[src/rtl/writeback_commit_unit_l4_if.sv]
// Writeback/commit bundle: execute-pipe results in, completion notify out,
// squash request in, and the in-order commit port out.
interface writeback_commit_unit_l4_if #(
    parameter int p_num_pipes      = 2,
    parameter int p_seq_num_bits   = 5,
    parameter int p_phys_addr_bits = 6
);
    // Handshakes: pipe i transfers when ex_val[i] & ex_rdy[i] at a rising edge;
    // a commit retires when commit_val & commit_rdy at a rising edge. A producer
    // holds valid and payload stable until the transfer; ready never waits on valid
    // being withdrawn, and commit_* stays stable while commit_rdy is low.
    logic [p_num_pipes-1:0]                        ex_val;
    logic [p_num_pipes-1:0]                        ex_rdy;
    logic [p_num_pipes-1:0][31:0]                  ex_pc;
    logic [p_num_pipes-1:0][p_seq_num_bits-1:0]    ex_seq_num;
    logic [p_num_pipes-1:0][4:0]                   ex_waddr;
    logic [p_num_pipes-1:0][31:0]                  ex_wdata;
    logic [p_num_pipes-1:0]                        ex_wen;
    logic [p_num_pipes-1:0][p_phys_addr_bits-1:0]  ex_preg;
    logic [p_num_pipes-1:0][p_phys_addr_bits-1:0]  ex_ppreg;

    logic                        complete_val;
    logic [p_seq_num_bits-1:0]   complete_seq_num;
    logic [4:0]                  complete_waddr;
    logic [31:0]                 complete_wdata;
    logic                        complete_wen;
    logic [p_phys_addr_bits-1:0] complete_preg;

    logic                        squash_val;
    logic [p_seq_num_bits-1:0]   squash_seq_num;

    logic                        commit_val;
    logic                        commit_rdy;
    logic [p_seq_num_bits-1:0]   commit_seq_num;
    logic [31:0]                 commit_pc;
    logic [4:0]                  commit_waddr;
    logic [31:0]                 commit_wdata;
    logic                        commit_wen;
    logic [p_phys_addr_bits-1:0] commit_ppreg;

    modport master (
        output ex_val, ex_pc, ex_seq_num, ex_waddr, ex_wdata, ex_wen, ex_preg, ex_ppreg,
        input  ex_rdy,
        input  complete_val, complete_seq_num, complete_waddr, complete_wdata,
               complete_wen, complete_preg,
        output squash_val, squash_seq_num,
        input  commit_val, commit_seq_num, commit_pc, commit_waddr, commit_wdata,
               commit_wen, commit_ppreg,
        output commit_rdy
    );

    modport slave (
        input  ex_val, ex_pc, ex_seq_num, ex_waddr, ex_wdata, ex_wen, ex_preg, ex_ppreg,
        output ex_rdy,
        output complete_val, complete_seq_num, complete_waddr, complete_wdata,
               complete_wen, complete_preg,
        input  squash_val, squash_seq_num,
        output commit_val, commit_seq_num, commit_pc, commit_waddr, commit_wdata,
               commit_wen, commit_ppreg,
        input  commit_rdy
    );
endinterface

[src/rtl/writeback_commit_unit_l4.sv]
// Writeback/commit unit: age-ordered grant across N execute pipes, one X stage,
// a 2^S-entry ROB indexed by sequence number, in-order commit with squash.
module writeback_commit_unit_l4 #(
    parameter int p_num_pipes      = 2,
    parameter int p_seq_num_bits   = 5,
    parameter int p_phys_addr_bits = 6
) (
    input  logic                            clk,
    input  logic                            rst,
    writeback_commit_unit_l4_if.slave       io_wb
);
    localparam int D  = 2 ** p_seq_num_bits;
    localparam int IW = (p_num_pipes > 1) ? $clog2(p_num_pipes) : 1;

    typedef logic [p_seq_num_bits-1:0]   seq_t;
    typedef logic [p_phys_addr_bits-1:0] preg_t;

    seq_t            r_head;
    logic [D-1:0]    r_rob_val;
    logic [31:0]     r_rob_pc    [D];
    logic [4:0]      r_rob_waddr [D];
    logic [31:0]     r_rob_wdata [D];
    logic            r_rob_wen   [D];
    preg_t           r_rob_ppreg [D];

    logic            r_x_val;
    seq_t            r_x_seq;
    logic [31:0]     r_x_pc;
    logic [4:0]      r_x_waddr;
    logic [31:0]     r_x_wdata;
    logic            r_x_wen;
    preg_t           r_x_ppreg;

    seq_t            w_ex_age   [p_num_pipes];
    seq_t            w_slot_age [D];
    seq_t            w_sq_age;
    seq_t            w_x_age;
    logic            w_gnt_any;
    logic [IW-1:0]   w_gnt_idx;
    seq_t            w_gnt_age;
    logic            w_gnt_kill;
    logic            w_cmp_val;
    logic            w_cmp_wen;
    logic [p_num_pipes-1:0] w_rdy;
    logic            w_ins;
    logic            w_commit_fire;
    logic [D-1:0]    w_rob_val_nxt;

    // Ages are distances from the current head, so wrap-around needs no special case.
    always_comb begin
        for (int i = 0; i < p_num_pipes; i++) begin
            w_ex_age[i] = io_wb.ex_seq_num[i] - r_head;
        end
        for (int j = 0; j < D; j++) begin
            w_slot_age[j] = seq_t'(j) - r_head;
        end
    end

    assign w_sq_age = io_wb.squash_seq_num - r_head;
    assign w_x_age  = r_x_seq - r_head;

    // Strict '<' keeps the lowest pipe index on an age tie.
    always_comb begin
        w_gnt_any = 1'b0;
        w_gnt_idx = '0;
        w_gnt_age = '0;
        for (int i = 0; i < p_num_pipes; i++) begin
            if (io_wb.ex_val[i] && (!w_gnt_any || (w_ex_age[i] < w_gnt_age))) begin
                w_gnt_any = 1'b1;
                w_gnt_idx = IW'(i);
                w_gnt_age = w_ex_age[i];
            end
        end
    end

    always_comb begin
        w_rdy = '0;
        if (w_gnt_any) begin
            w_rdy[w_gnt_idx] = 1'b1;
        end
    end

    // A squashed grant still drains the pipe but never reaches completion or the X stage.
    assign w_gnt_kill = io_wb.squash_val && (w_gnt_age > w_sq_age);
    assign w_cmp_val  = w_gnt_any && !w_gnt_kill;
    assign w_cmp_wen  = io_wb.ex_wen[w_gnt_idx] && (io_wb.ex_waddr[w_gnt_idx] != 5'd0);

    assign io_wb.ex_rdy           = w_rdy;
    assign io_wb.complete_val     = w_cmp_val;
    assign io_wb.complete_seq_num = io_wb.ex_seq_num[w_gnt_idx];
    assign io_wb.complete_waddr   = io_wb.ex_waddr[w_gnt_idx];
    assign io_wb.complete_wdata   = io_wb.ex_wdata[w_gnt_idx];
    assign io_wb.complete_wen     = w_cmp_wen;
    assign io_wb.complete_preg    = io_wb.ex_preg[w_gnt_idx];

    assign w_ins         = r_x_val && !(io_wb.squash_val && (w_x_age > w_sq_age));
    assign w_commit_fire = r_rob_val[r_head] && io_wb.commit_rdy;

    always_comb begin
        w_rob_val_nxt = r_rob_val;
        for (int j = 0; j < D; j++) begin
            if (io_wb.squash_val && (w_slot_age[j] > w_sq_age)) begin
                w_rob_val_nxt[j] = 1'b0;
            end
        end
        if (w_commit_fire) begin
            w_rob_val_nxt[r_head] = 1'b0;
        end
        if (w_ins) begin
            w_rob_val_nxt[r_x_seq] = 1'b1;
        end
    end

    always_ff @(posedge clk) begin
        if (rst) begin
            r_head    <= '0;
            r_rob_val <= '0;
            r_x_val   <= 1'b0;
        end else begin
            r_head    <= r_head + seq_t'(w_commit_fire);
            r_rob_val <= w_rob_val_nxt;
            r_x_val   <= w_cmp_val;
        end
    end

    // Payload storage needs no reset; the valid bits above qualify it.
    always_ff @(posedge clk) begin
        if (w_cmp_val) begin
            r_x_seq   <= io_wb.ex_seq_num[w_gnt_idx];
            r_x_pc    <= io_wb.ex_pc[w_gnt_idx];
            r_x_waddr <= io_wb.ex_waddr[w_gnt_idx];
            r_x_wdata <= io_wb.ex_wdata[w_gnt_idx];
            r_x_wen   <= w_cmp_wen;
            r_x_ppreg <= io_wb.ex_ppreg[w_gnt_idx];
        end
        if (w_ins) begin
            r_rob_pc[r_x_seq]    <= r_x_pc;
            r_rob_waddr[r_x_seq] <= r_x_waddr;
            r_rob_wdata[r_x_seq] <= r_x_wdata;
            r_rob_wen[r_x_seq]   <= r_x_wen;
            r_rob_ppreg[r_x_seq] <= r_x_ppreg;
        end
    end

    assign io_wb.commit_val     = r_rob_val[r_head];
    assign io_wb.commit_seq_num = r_head;
    assign io_wb.commit_pc      = r_rob_pc[r_head];
    assign io_wb.commit_waddr   = r_rob_waddr[r_head];
    assign io_wb.commit_wdata   = r_rob_wdata[r_head];
    assign io_wb.commit_wen     = r_rob_wen[r_head];
    assign io_wb.commit_ppreg   = r_rob_ppreg[r_head];

    // Protocol checks: double insert, and a grant that cannot fit a full ROB.
    always_ff @(posedge clk) begin
        if (!rst) begin
            if (w_ins) begin
                assert (!r_rob_val[r_x_seq]);
            end
            if (w_gnt_any) begin
                assert (!((&r_rob_val) && (w_gnt_age == seq_t'(D - 1))));
            end
        end
    end
endmodule

[src/flat_wrapper.sv]
// flat-port wrapper written by rule: the top's interface ports become plain ports
module writeback_commit_unit_l4_flat 
#(
    parameter int p_num_pipes      = 2,
    parameter int p_seq_num_bits   = 5,
    parameter int p_phys_addr_bits = 6
)
  (clk, rst, io_wb_ex_val, io_wb_ex_pc, io_wb_ex_seq_num, io_wb_ex_waddr, io_wb_ex_wdata, io_wb_ex_wen, io_wb_ex_preg, io_wb_ex_ppreg, io_wb_ex_rdy, io_wb_complete_val, io_wb_complete_seq_num, io_wb_complete_waddr, io_wb_complete_wdata, io_wb_complete_wen, io_wb_complete_preg, io_wb_squash_val, io_wb_squash_seq_num, io_wb_commit_val, io_wb_commit_seq_num, io_wb_commit_pc, io_wb_commit_waddr, io_wb_commit_wdata, io_wb_commit_wen, io_wb_commit_ppreg, io_wb_commit_rdy);
  writeback_commit_unit_l4_if #(.p_num_pipes(p_num_pipes), .p_seq_num_bits(p_seq_num_bits), .p_phys_addr_bits(p_phys_addr_bits)) io_wb_i ();
  input  logic clk;
  input  logic rst;
  input wire logic [$bits(io_wb_i.ex_val)-1:0] io_wb_ex_val;
  input wire logic [$bits(io_wb_i.ex_pc)-1:0] io_wb_ex_pc;
  input wire logic [$bits(io_wb_i.ex_seq_num)-1:0] io_wb_ex_seq_num;
  input wire logic [$bits(io_wb_i.ex_waddr)-1:0] io_wb_ex_waddr;
  input wire logic [$bits(io_wb_i.ex_wdata)-1:0] io_wb_ex_wdata;
  input wire logic [$bits(io_wb_i.ex_wen)-1:0] io_wb_ex_wen;
  input wire logic [$bits(io_wb_i.ex_preg)-1:0] io_wb_ex_preg;
  input wire logic [$bits(io_wb_i.ex_ppreg)-1:0] io_wb_ex_ppreg;
  output wire logic [$bits(io_wb_i.ex_rdy)-1:0] io_wb_ex_rdy;
  output wire logic [$bits(io_wb_i.complete_val)-1:0] io_wb_complete_val;
  output wire logic [$bits(io_wb_i.complete_seq_num)-1:0] io_wb_complete_seq_num;
  output wire logic [$bits(io_wb_i.complete_waddr)-1:0] io_wb_complete_waddr;
  output wire logic [$bits(io_wb_i.complete_wdata)-1:0] io_wb_complete_wdata;
  output wire logic [$bits(io_wb_i.complete_wen)-1:0] io_wb_complete_wen;
  output wire logic [$bits(io_wb_i.complete_preg)-1:0] io_wb_complete_preg;
  input wire logic [$bits(io_wb_i.squash_val)-1:0] io_wb_squash_val;
  input wire logic [$bits(io_wb_i.squash_seq_num)-1:0] io_wb_squash_seq_num;
  output wire logic [$bits(io_wb_i.commit_val)-1:0] io_wb_commit_val;
  output wire logic [$bits(io_wb_i.commit_seq_num)-1:0] io_wb_commit_seq_num;
  output wire logic [$bits(io_wb_i.commit_pc)-1:0] io_wb_commit_pc;
  output wire logic [$bits(io_wb_i.commit_waddr)-1:0] io_wb_commit_waddr;
  output wire logic [$bits(io_wb_i.commit_wdata)-1:0] io_wb_commit_wdata;
  output wire logic [$bits(io_wb_i.commit_wen)-1:0] io_wb_commit_wen;
  output wire logic [$bits(io_wb_i.commit_ppreg)-1:0] io_wb_commit_ppreg;
  input wire logic [$bits(io_wb_i.commit_rdy)-1:0] io_wb_commit_rdy;
  assign io_wb_i.ex_val = io_wb_ex_val;
  assign io_wb_i.ex_pc = io_wb_ex_pc;
  assign io_wb_i.ex_seq_num = io_wb_ex_seq_num;
  assign io_wb_i.ex_waddr = io_wb_ex_waddr;
  assign io_wb_i.ex_wdata = io_wb_ex_wdata;
  assign io_wb_i.ex_wen = io_wb_ex_wen;
  assign io_wb_i.ex_preg = io_wb_ex_preg;
  assign io_wb_i.ex_ppreg = io_wb_ex_ppreg;
  assign io_wb_ex_rdy = io_wb_i.ex_rdy;
  assign io_wb_complete_val = io_wb_i.complete_val;
  assign io_wb_complete_seq_num = io_wb_i.complete_seq_num;
  assign io_wb_complete_waddr = io_wb_i.complete_waddr;
  assign io_wb_complete_wdata = io_wb_i.complete_wdata;
  assign io_wb_complete_wen = io_wb_i.complete_wen;
  assign io_wb_complete_preg = io_wb_i.complete_preg;
  assign io_wb_i.squash_val = io_wb_squash_val;
  assign io_wb_i.squash_seq_num = io_wb_squash_seq_num;
  assign io_wb_commit_val = io_wb_i.commit_val;
  assign io_wb_commit_seq_num = io_wb_i.commit_seq_num;
  assign io_wb_commit_pc = io_wb_i.commit_pc;
  assign io_wb_commit_waddr = io_wb_i.commit_waddr;
  assign io_wb_commit_wdata = io_wb_i.commit_wdata;
  assign io_wb_commit_wen = io_wb_i.commit_wen;
  assign io_wb_commit_ppreg = io_wb_i.commit_ppreg;
  assign io_wb_i.commit_rdy = io_wb_commit_rdy;
  writeback_commit_unit_l4 #(.p_num_pipes(p_num_pipes), .p_seq_num_bits(p_seq_num_bits), .p_phys_addr_bits(p_phys_addr_bits)) u_core (.clk(clk), .rst(rst), .io_wb(io_wb_i));
endmodule
[config.mk]
export PLATFORM = sky130hd
export DESIGN_NAME = writeback_commit_unit_l4_flat
export DESIGN_NICKNAME = d
export VERILOG_FILES = /design/src/rtl/writeback_commit_unit_l4_if.sv /design/src/rtl/writeback_commit_unit_l4.sv /design/src/flat_wrapper.sv
export SDC_FILE = /design/constraint.sdc
export NUM_CORES = 2
export LEC_CHECK = 0
export BUFFER_PORTS_ARGS = -buffer_cell sky130_fd_sc_hd__clkbuf_2
export CORE_MARGIN = 2
export CORE_UTILIZATION = 30
export DETAILED_ROUTE_END_ITERATION = 7
export GPL_TIMING_DRIVEN = 0
export HOLD_SLACK_MARGIN = 0.03
export PLACE_DENSITY = 0.47
export SLEW_MARGIN = 40
export SYNTH_ARGS = -nofsm -noshare
export SYNTH_HDL_FRONTEND = slang
export SYNTH_SLANG_ARGS = --single-unit
export TNS_END_PERCENT = 30
[constraint.sdc]
create_clock -name clk -period 29.8 [get_ports clk]
set_input_delay 4.47 -clock clk [delete_from_list [all_inputs] [get_ports clk]]
set_output_delay 4.47 -clock clk [all_outputs]
set_load 0.01 [all_outputs]
==> metrics <==
status=finished clean; Worst Setup Path Type=input port to primary output; power consumption=0.00808 W; CTS tree=built; Syn Nets=4,799; Synth cell types=46; most frequent cells in the layout=2,513 x edfxtp_1, 768 x mux4_2, 405 x clkbuf_2; Worst-Margin Slew=906 ps; Worst-path clk slew=60 ps; GPL Wtd Cong=0.832; Cell Area, Synth=0.101 sq mm; top area cells in the synthesized netlist=edfxtp_1 75%, mux4_2 17%, ha_1 1.4%; mean post-synth cell area=22.4 sq um; area fraction of the dominant cell type after synthesis=74.8%; Setup Viol. Count Final=0; full die area=0.341 sq mm; total I/O pin count=319; multi-input logic area=0.0236 sq mm; filler instances=30,200; ANT nets after route=0; register bit total from synthesis=2,551; Reg2Reg Setup Slack=20,980 ps; final WL=304,000 um; cell count after synthesis=4,497; first-pass GRT wire length=422,000 um; Initial DRC Count=5,086; Post-CTS Repair Setup Buffers=0; first drt pass iteration count=7; Clock Tree Root=clkbuf_16; sequential share of the synthesized area=75.6%; FMAX=70.7 MHz; layout cells sized above 1=37.7%; asr flop ratio synth=0%; post_cts resized=0; YS warnings=0; gr usage total=17.6%; Max rail drop VDD=0.0495 mV; drt drc=0; final slew viol count=0; Num CTS Buffers=288; Rel. slew slack=39.6%; worst skew pair latency=860 ps; vias in the first global route=52,600; crit path DAT=9680 ps; Initial Utilization=30.2%; Port Buffers=316; antenna violations before repair=10; largest net degree at the start of global routing=33; post-layout net count=5,765; non-filler cells, final=10,100; predominant post-synthesis flop cell=edfxtp_1; Max H-tree Level=5; post-synth top area cell=edfxtp_1; CTS Buffer Depth=4; RSZ-0062 raised after global routing=false; crit path time final=14,150 ps; commonest non-fill, non-tap cell in the layout=edfxtp_1; Via density=5.09; Via Count=51,300; Cell Pwr Density=65.0 mW/mm^2; Data required, critical path=25,330 ps; number of clock sinks=2,551; Hold-fix buffers, CTS=0; Std-Cell Rows=212; Tightest Hold Check Type=flop to flop; HPWL Detailed=212,000 um; die height=584 um; Final Hold Viols=0; core area=0.334 sq mm; number of max-cap violations=0; Setup TNS=0 ps; placed cell count=9,531; clock skew=52.8 ps; Pleak=39.8 nW; DIE WIDTH=584 um; Worst setup EP type=primary output; grt total ovfl=0; crit-path max FO=14; EDFF count, synth=2,513; final critical-path share of the clock period=47.5%; DR WL/cell=30.2 um; Reg area=0.0762 sq mm; Area growth, synth to finish=23.2%; Worst Setup Start Kind=input port
## worst max-delay path, cell delays in order
cell and delay [ps]:
clkbuf_2 80, inv_1 70, ha_1 150, inv_1 60, fa_1 410, a21o_1 200, a21oi_1 160, xnor2_1 140
nand2_1 100, ha_1 300, nand2_1 50, o211ai_1 200, buf_2 200, clkbuf_4 200, buf_1 550, mux2i_1 270
ha_1 260, nor2b_1 130, o21a_1 160, o21a_1 160, o21ai_0 140, nand2b_1 130, a31oi_4 300, buf_8 210
buf_16 170, buf_8 170, clkbuf_2 150
## path summary, 6_finish.rpt
kind / start / to / cells after the start
worst min register to register: u_core.r_rob_val[4]$_SDFF_PP0_ / u_core.r_rob_val[4]$_SDFF_PP0_ / 4
worst min-delay path: u_core.r_rob_val[4]$_SDFF_PP0_ / u_core.r_rob_val[4]$_SDFF_PP0_ / 4
worst max register to register: u_core.io_wb.commit_seq_num[3]$_SDFF_PP0_ / u_core.r_x_pc[22]$_DFFE_PP_ / 29
worst max-delay path: io_wb_ex_seq_num[0] / io_wb_complete_val / 27
## final cells by class
type | instances | area share (%)
inverters | 82 | 0.248
flip-flops and latches | 2551 | 61.3
multi-input cells | 1634 | 19.0
repair buffers | 676 | 6.73
clock inverters | 144 | 1.19
plain buffers | 230 | 0.919
diodes | 4 | 0.00806
well taps | 4387 | 4.42
clock buffers | 363 | 6.12
## through the flow
stage	area, sq um	hold WS [ps]	utilization, %	setup slack (ps)
final	124000	585	37.2	15650
after global routing	124000	607	37.2	15000
after CTS	124000	585	37.1	15510
after detailed placement	115000	576	34.4	15530
after global placement	108000	565	32.3	1290
after floorplan	101000	536	-	13040
## where the power goes
group	internal (W)	leakage [nW]	switching (W)
sequential	0.00413	23.0	0.0000743
clock	0.00204	4.42	0.00144
combinational	0.000146	12.3	0.000252
total	0.00632	39.8	0.00176
## cell usage after synthesis (6+ instances only)
master and n:
a21o_1 13, a311oi_1 32, nor2b_1 16, a21oi_1 17, ha_1 113, a22oi_1 12
buf_1 15, xor2_1 7, xnor2_1 34, nand4_1 31, nor2_1 42, mux4_2 768
nand3_1 6, nor4_1 30, buf_2 72, dfxtp_1 38, clkbuf_1 139, edfxtp_1 2513
o22ai_1 30, inv_1 80, nand2_1 294, o21ai_0 37, mux2i_1 8, mux2_2 86
o21a_1 17
## kinds of logic after synthesis
family,after synthesis,synth area share (%)
AOI/OAI and AO/OA,173,1.19
xor gates and xnor gates,41,0.356
adders and majority gates,117,1.48
buffers and inverters,312,1.28
DFF,2551,75.6
muxes,862,18.2
and+or+nand+nor,441,1.91
## per-layer routing
layer	vias up	track usage, %	part of all wire (%)
met3	377	2.52	5.5
met1	28100	25.2	45
met4	2	3.43	1.9
met2	1731	28.8	48
li1	21000	-	-
met5	-	0	0.0043
## sequential cells by signal, indices dropped and copies added (netlist names), 6 cells and up
| register | flops |
|---|---|
| u_core.r_rob_pc | 1024 |
| u_core.r_x_pc | 32 |
| u_core.r_rob_ppreg | 192 |
| u_core.r_rob_wdata | 1024 |
| u_core.r_x_wdata | 32 |
| u_core.r_x_ppreg | 6 |
| u_core.r_rob_wen | 32 |
| u_core.r_rob_val | 32 |
| u_core.r_rob_waddr | 160 |
No activity file was read; power rests on OpenSTA's default activity.
